===== config.mk =====
export PLATFORM = sky130hd
export DESIGN_NAME = demux4_deser
export DESIGN_NICKNAME = d
export VERILOG_FILES = /design/src/rtl/demux4_deser_pkg.sv /design/src/rtl/demux4_lane.sv /design/src/rtl/demux4_deser.sv
export SDC_FILE = /design/constraint.sdc
export NUM_CORES = 1
export LEC_CHECK = 0
export ABC_CLOCK_PERIOD_IN_PS = 1960
export CORE_MARGIN = 8
export CORE_UTILIZATION = 35
export DETAILED_ROUTE_END_ITERATION = 8
export PLACE_DENSITY = 0.71
export SYNTH_ARGS = -nofsm -noshare
export SYNTH_HDL_FRONTEND = slang
export SYNTH_SLANG_ARGS = --single-unit

===== constraint.sdc =====
create_clock -name Clock -period 1.96 [get_ports Clock]
set_input_delay 0.392 -clock Clock [delete_from_list [all_inputs] [get_ports Clock]]
set_output_delay 0.392 -clock Clock [all_outputs]
set_load 0.005 [all_outputs]

===== src/rtl/demux4_deser_pkg.sv =====
// Shared lane constants and helpers for the four-lane deserializer.
// Imported by the top and by the per-lane storage module.
package demux4_deser_pkg;

   localparam int NUM_LANES = 4;
   localparam int LANE_W    = 2;

   typedef logic [LANE_W-1:0] lane_idx_t;

   localparam logic [NUM_LANES-1:0] FRAME_FULL = 4'b1111;

   function automatic logic [NUM_LANES-1:0] lane_onehot(input lane_idx_t idx);
      logic [NUM_LANES-1:0] mask;
      mask      = '0;
      mask[idx] = 1'b1;
      return mask;
   endfunction

endpackage


===== src/rtl/demux4_lane.sv =====
// One output lane: a data register plus its "written since last frame" flag.
// The clear only drops the flag; the data is held for downstream use.
module demux4_lane #(
   parameter int W = 4
) (
   input  logic         clk_i,
   input  logic         rst_i,
   input  logic         we_i,
   input  logic         clr_i,
   input  logic [W-1:0] d_i,
   output logic [W-1:0] data_o,
   output logic         full_o
);

   logic [W-1:0] data_q, data_d;
   logic         full_q, full_d;

   // A write and a clear on the same edge still store the data: this is how
   // the completing word of a frame lands while the flags are emptied.
   always_comb begin
      data_d = data_q;
      full_d = full_q;
      if (we_i) begin
         data_d = d_i;
         full_d = 1'b1;
      end
      if (clr_i) begin
         full_d = 1'b0;
      end
   end

   always_ff @(posedge clk_i or posedge rst_i) begin
      if (rst_i) begin
         data_q <= '0;
         full_q <= 1'b0;
      end else begin
         data_q <= data_d;
         full_q <= full_d;
      end
   end

   assign data_o = data_q;
   assign full_o = full_q;

endmodule


===== src/rtl/demux4_deser.sv =====
// Four-lane registered demultiplexer: steers IN onto OUT0..OUT3 round-robin or
// by Select, and pulses Frame_Valid when all four lanes have been written.
module demux4_deser
   import demux4_deser_pkg::*;
#(
   parameter int bw_in = 4
) (
   input  logic             Clock,
   input  logic             Reset,
   input  logic [bw_in-1:0] IN,
   input  logic             IN_Valid,
   input  logic             Auto,
   input  logic [1:0]       Select,
   input  logic             Clear,
   output logic [bw_in-1:0] OUT0,
   output logic [bw_in-1:0] OUT1,
   output logic [bw_in-1:0] OUT2,
   output logic [bw_in-1:0] OUT3,
   output logic [3:0]       Lane_Full,
   output logic             Frame_Valid,
   output logic             Overrun
);

   lane_idx_t            pointer_q, pointer_d;
   logic                 frame_valid_q, frame_valid_d;
   logic                 overrun_q, overrun_d;

   lane_idx_t            target;
   logic                 wr_en;
   logic [NUM_LANES-1:0] wr_mask;
   logic [NUM_LANES-1:0] full_vec;
   logic                 frame_done;
   logic                 overrun_hit;
   logic                 lane_clr;
   logic [bw_in-1:0]     lane_data [NUM_LANES];

   // Clear wins over a simultaneous write, so it gates the write enable.
   always_comb begin
      target      = Auto ? pointer_q : lane_idx_t'(Select);
      wr_en       = IN_Valid & ~Clear;
      wr_mask     = wr_en ? lane_onehot(target) : '0;
      frame_done  = wr_en && ((full_vec | lane_onehot(target)) == FRAME_FULL);
      overrun_hit = wr_en && full_vec[target];
      lane_clr    = Clear | frame_done;
   end

   always_comb begin
      pointer_d     = pointer_q;
      frame_valid_d = frame_done;
      overrun_d     = overrun_q | overrun_hit;
      if (Clear) begin
         pointer_d = '0;
         overrun_d = 1'b0;
      end else if (wr_en && Auto) begin
         pointer_d = lane_idx_t'(pointer_q + 1'b1);
      end
   end

   always_ff @(posedge Clock or posedge Reset) begin
      if (Reset) begin
         pointer_q     <= '0;
         frame_valid_q <= 1'b0;
         overrun_q     <= 1'b0;
      end else begin
         pointer_q     <= pointer_d;
         frame_valid_q <= frame_valid_d;
         overrun_q     <= overrun_d;
      end
   end

   for (genvar n = 0; n < NUM_LANES; n++) begin : g_lane
      demux4_lane #(
         .W(bw_in)
      ) u_lane (
         .clk_i  (Clock),
         .rst_i  (Reset),
         .we_i   (wr_mask[n]),
         .clr_i  (lane_clr),
         .d_i    (IN),
         .data_o (lane_data[n]),
         .full_o (full_vec[n])
      );
   end

   assign OUT0        = lane_data[0];
   assign OUT1        = lane_data[1];
   assign OUT2        = lane_data[2];
   assign OUT3        = lane_data[3];
   assign Lane_Full   = full_vec;
   assign Frame_Valid = frame_valid_q;
   assign Overrun     = overrun_q;

endmodule


==> results.json <==
{
  "cts_hold_buf": 0,
  "slew_headroom": 0.676,
  "fmax_mhz": 525,
  "r2r_start": "pointer_q[1]$_DFFE_PP0P_",
  "start_kind": "input pin",
  "final_antenna_net_count": 0,
  "finalInstanceArea_mm2": 0.00159,
  "drt-initial-drc-count": 32,
  "vias": 860,
  "power_switching_uw": 317,
  "min_period_over_period": 0.971,
  "syn-mean-instance-area_um2": 12.5,
  "antenna_found_initial": 0,
  "first_pass_iters": 4,
  "chipWidth_um": 72.7,
  "die-height_um": 72.7,
  "fp-row-count": 20,
  "synth_area_mm2": 0.00113,
  "htree_num_levels": 1,
  "finalMaxSlewViolations": 0,
  "p_sw_frac": 0.246,
  "clockBufferDepth": 2,
  "clock_sinks": 24,
  "track_usage": 0.110,
  "synth_cells": 90,
  "multi_input_area_um2": 465,
  "nets": 146,
  "critPathMaxStageDelay_ns": 0.58,
  "cts_resized": 0,
  "setup_viol": 0,
  "fin_skew_ns": 0.00454,
  "path_max_fanout": 5,
  "core_mm2": 0.00305,
  "synth_edf_count": 0,
  "fill_cells": 301,
  "syn-num-nets": 101,
  "clk_pin_slew_worst_paths_ns": 0.12,
  "hold_class": "in2async",
  "yosysUniqueCellTypes": 25,
  "rsz0062_at_grt": "yes",
  "drcViolationCount": 0,
  "worst-setup-path-type": "in2reg",
  "period_needed_ns": 1.90,
  "cp_num_buf_inv": 1,
  "cts_tree": "built",
  "start_util": 0.369,
  "cp.required_ns": 2.16,
  "globalplace.congestion": 0.921,
  "ys_ff_latch": 24,
  "cts_setup_buffers": 0,
  "p_seq_frac": 0.500,
  "grt_remaining_overflow": 0,
  "power_density_mw_per_mm2": 808,
  "timing.critical_path.from": "Auto",
  "root_buffer": "clkbuf_4",
  "p_comb_frac": 0.309,
  "yosysSeqAreaShare": 0.533,
  "maxCapViolCount": 0,
  "grt_first_pass_wirelength_um": 4550,
  "antenna_cells": 0,
  "grt_max_degree": 25,
  "via_per_inst": 4.83,
  "ys.flop_type": "dfrtp_1",
  "drive_above_1_share": 0.276,
  "tightest_slew_ns": 0.483,
  "cpLargestDelayFamily": "multiplexers",
  "worstPathCellList": "clkdlybuf4s50_1 -> mux2_2 -> nor2_1 -> nand2_1 -> mux2_1",
  "power_leakage_nw": 0.680,
  "internal_power_uw": 971,
  "layout.core_utilization": 0.522,
  "cp_slowest_cell": "clkdlybuf4s50_1",
  "placed_area_mm2": 0.00156,
  "dieArea_mm2": 0.00529,
  "cp-end-kind": "flop",
  "grt_pass1_vias": 934,
  "p_clk_frac": 0.191,
  "cts_buffers": 3,
  "hpwl_um": 2160,
  "portBuffers": 32,
  "syn2layout_area_growth_pct": 41.6,
  "routed_wl_um": 2730,
  "ios": 33,
  "crit_arrival_ns": 2.10,
  "async_flop_share": 1.00,
  "wire_per_inst_um": 15.3,
  "vdd_ir_drop_max_uv": 492,
  "yosys_warnings": 0,
  "hold_viol": 0,
  "clock_latency_ns": 0.30,
  "ff_latch_area_um2": 601,
  "status": "finished clean"
}
metrics by stage:
step                setup TNS [ns]  setup WS, ns  total power, mW  hold slack [ns]  instances
CTS                              0        0.0655             1.31            0.419        178
detailed placement           -4.67        -0.268             1.06            0.494        174
global route               -0.0728       -0.0358             1.36            0.440        178
finish                           0        0.0570             1.29            0.427        178
floorplan                        0         0.460            0.791            0.407         90
global placement             -3.82        -0.228             1.05            0.475        174
kinds of logic (layout without fill, tap and decap cells):
| kind of cell | count (synthesis) | in the layout | share of synthesized area |
|---|---|---|---|
| simple gates | 25 | 25 | 0.138 |
| flops | 24 | 24 | 0.533 |
| mux | 20 | 20 | 0.198 |
| buf+inv | 10 | 54 | 0.0533 |
| compound gates | 9 | 9 | 0.0622 |
| xor+xnor | 2 | 2 | 0.0156 |
cells in the final DEF (no fill, tap or decap), types with 2 or more instances in the layout:
| cell | n |
|---|---|
| dfrtp_1 | 24 |
| inv_1 | 5 |
| nand3b_1 | 2 |
| buf_4 | 13 |
| mux2_1 | 2 |
| nor3b_1 | 2 |
| a221o_1 | 2 |
| mux2i_1 | 2 |
| clkbuf_4 | 3 |
| clkdlybuf4s50_1 | 32 |
| mux2_2 | 16 |
| nor3_1 | 2 |
| a211oi_1 | 3 |
| nand2b_1 | 3 |
| nor2_1 | 6 |
| o21ai_0 | 2 |
| nand3_1 | 2 |
| nand2_1 | 4 |
synth_stat cells, types with 3 or more instances:
| master | n | area (µm²) |
|---|---|---|
| mux2_2 | 16 | 180 |
| nand2_1 | 4 | 15.0 |
| a211oi_1 | 3 | 22.5 |
| dfrtp_1 | 24 | 601 |
| inv_1 | 5 | 18.8 |
| buf_4 | 4 | 30.0 |
| nand2b_1 | 3 | 18.8 |
| nor2_1 | 6 | 22.5 |
flip-flops by register name, indices dropped and copies added (netlist names):
register              count
pointer_q                 2
Overrun                   1
g_lane.u_lane.data_o     16
g_lane.u_lane.full_o      4
Frame_Valid               1
routing by layer:
metal	up-vias	global-route usage	share of wire
li1	401	-	-
met5	-	0	0
met3	6	0.0495	0.11
met2	37	0.182	0.45
met4	0	0.0489	0.020
met1	416	0.119	0.42
final timing paths:
path | endpoint | slack, ns | depth (start not counted)
setup reg to reg | g_lane[0].u_lane.full_o$_DFFE_PP0P_ | 0.34 | 4
max in group asynchronous | g_lane[3].u_lane.full_o$_DFFE_PP0P_ | 1.30 | 3
min in group Clock | g_lane[0].u_lane.data_o[3]$_DFFE_PP0P_ | 0.52 | 1
hold reg to reg | g_lane[0].u_lane.data_o[3]$_DFFE_PP0P_ | 0.52 | 1
setup / recovery | g_lane[1].u_lane.data_o[2]$_DFFE_PP0P_ | 0.06 | 5
hold / removal | g_lane[2].u_lane.data_o[0]$_DFFE_PP0P_ | 0.43 | 3
power by group through the flow:
stage / Sequential (mW) / Combinational (mW) / Clock [mW]
after floorplan: 0.654 / 0.137 / 0
after detailed placement: 0.655 / 0.404 / 0
final: 0.643 / 0.398 / 0.246
after global routing: 0.657 / 0.431 / 0.276
after CTS: 0.647 / 0.408 / 0.260
after global placement: 0.648 / 0.398 / 0
worst min-delay path, stage by stage:
cell and delay, ns:
clkdlybuf4s50_1 0.40, inv_1 0.05, buf_4 0.29
area by class of cell:
cell class,instances,share of cell area
well taps,44,0.0345
flip-flops and latches,24,0.377
repair buffers,45,0.262
multi-input cells,56,0.292
inverters,5,0.0118
clock buffers,4,0.0228
No activity file was read; power rests on OpenSTA's default activity.
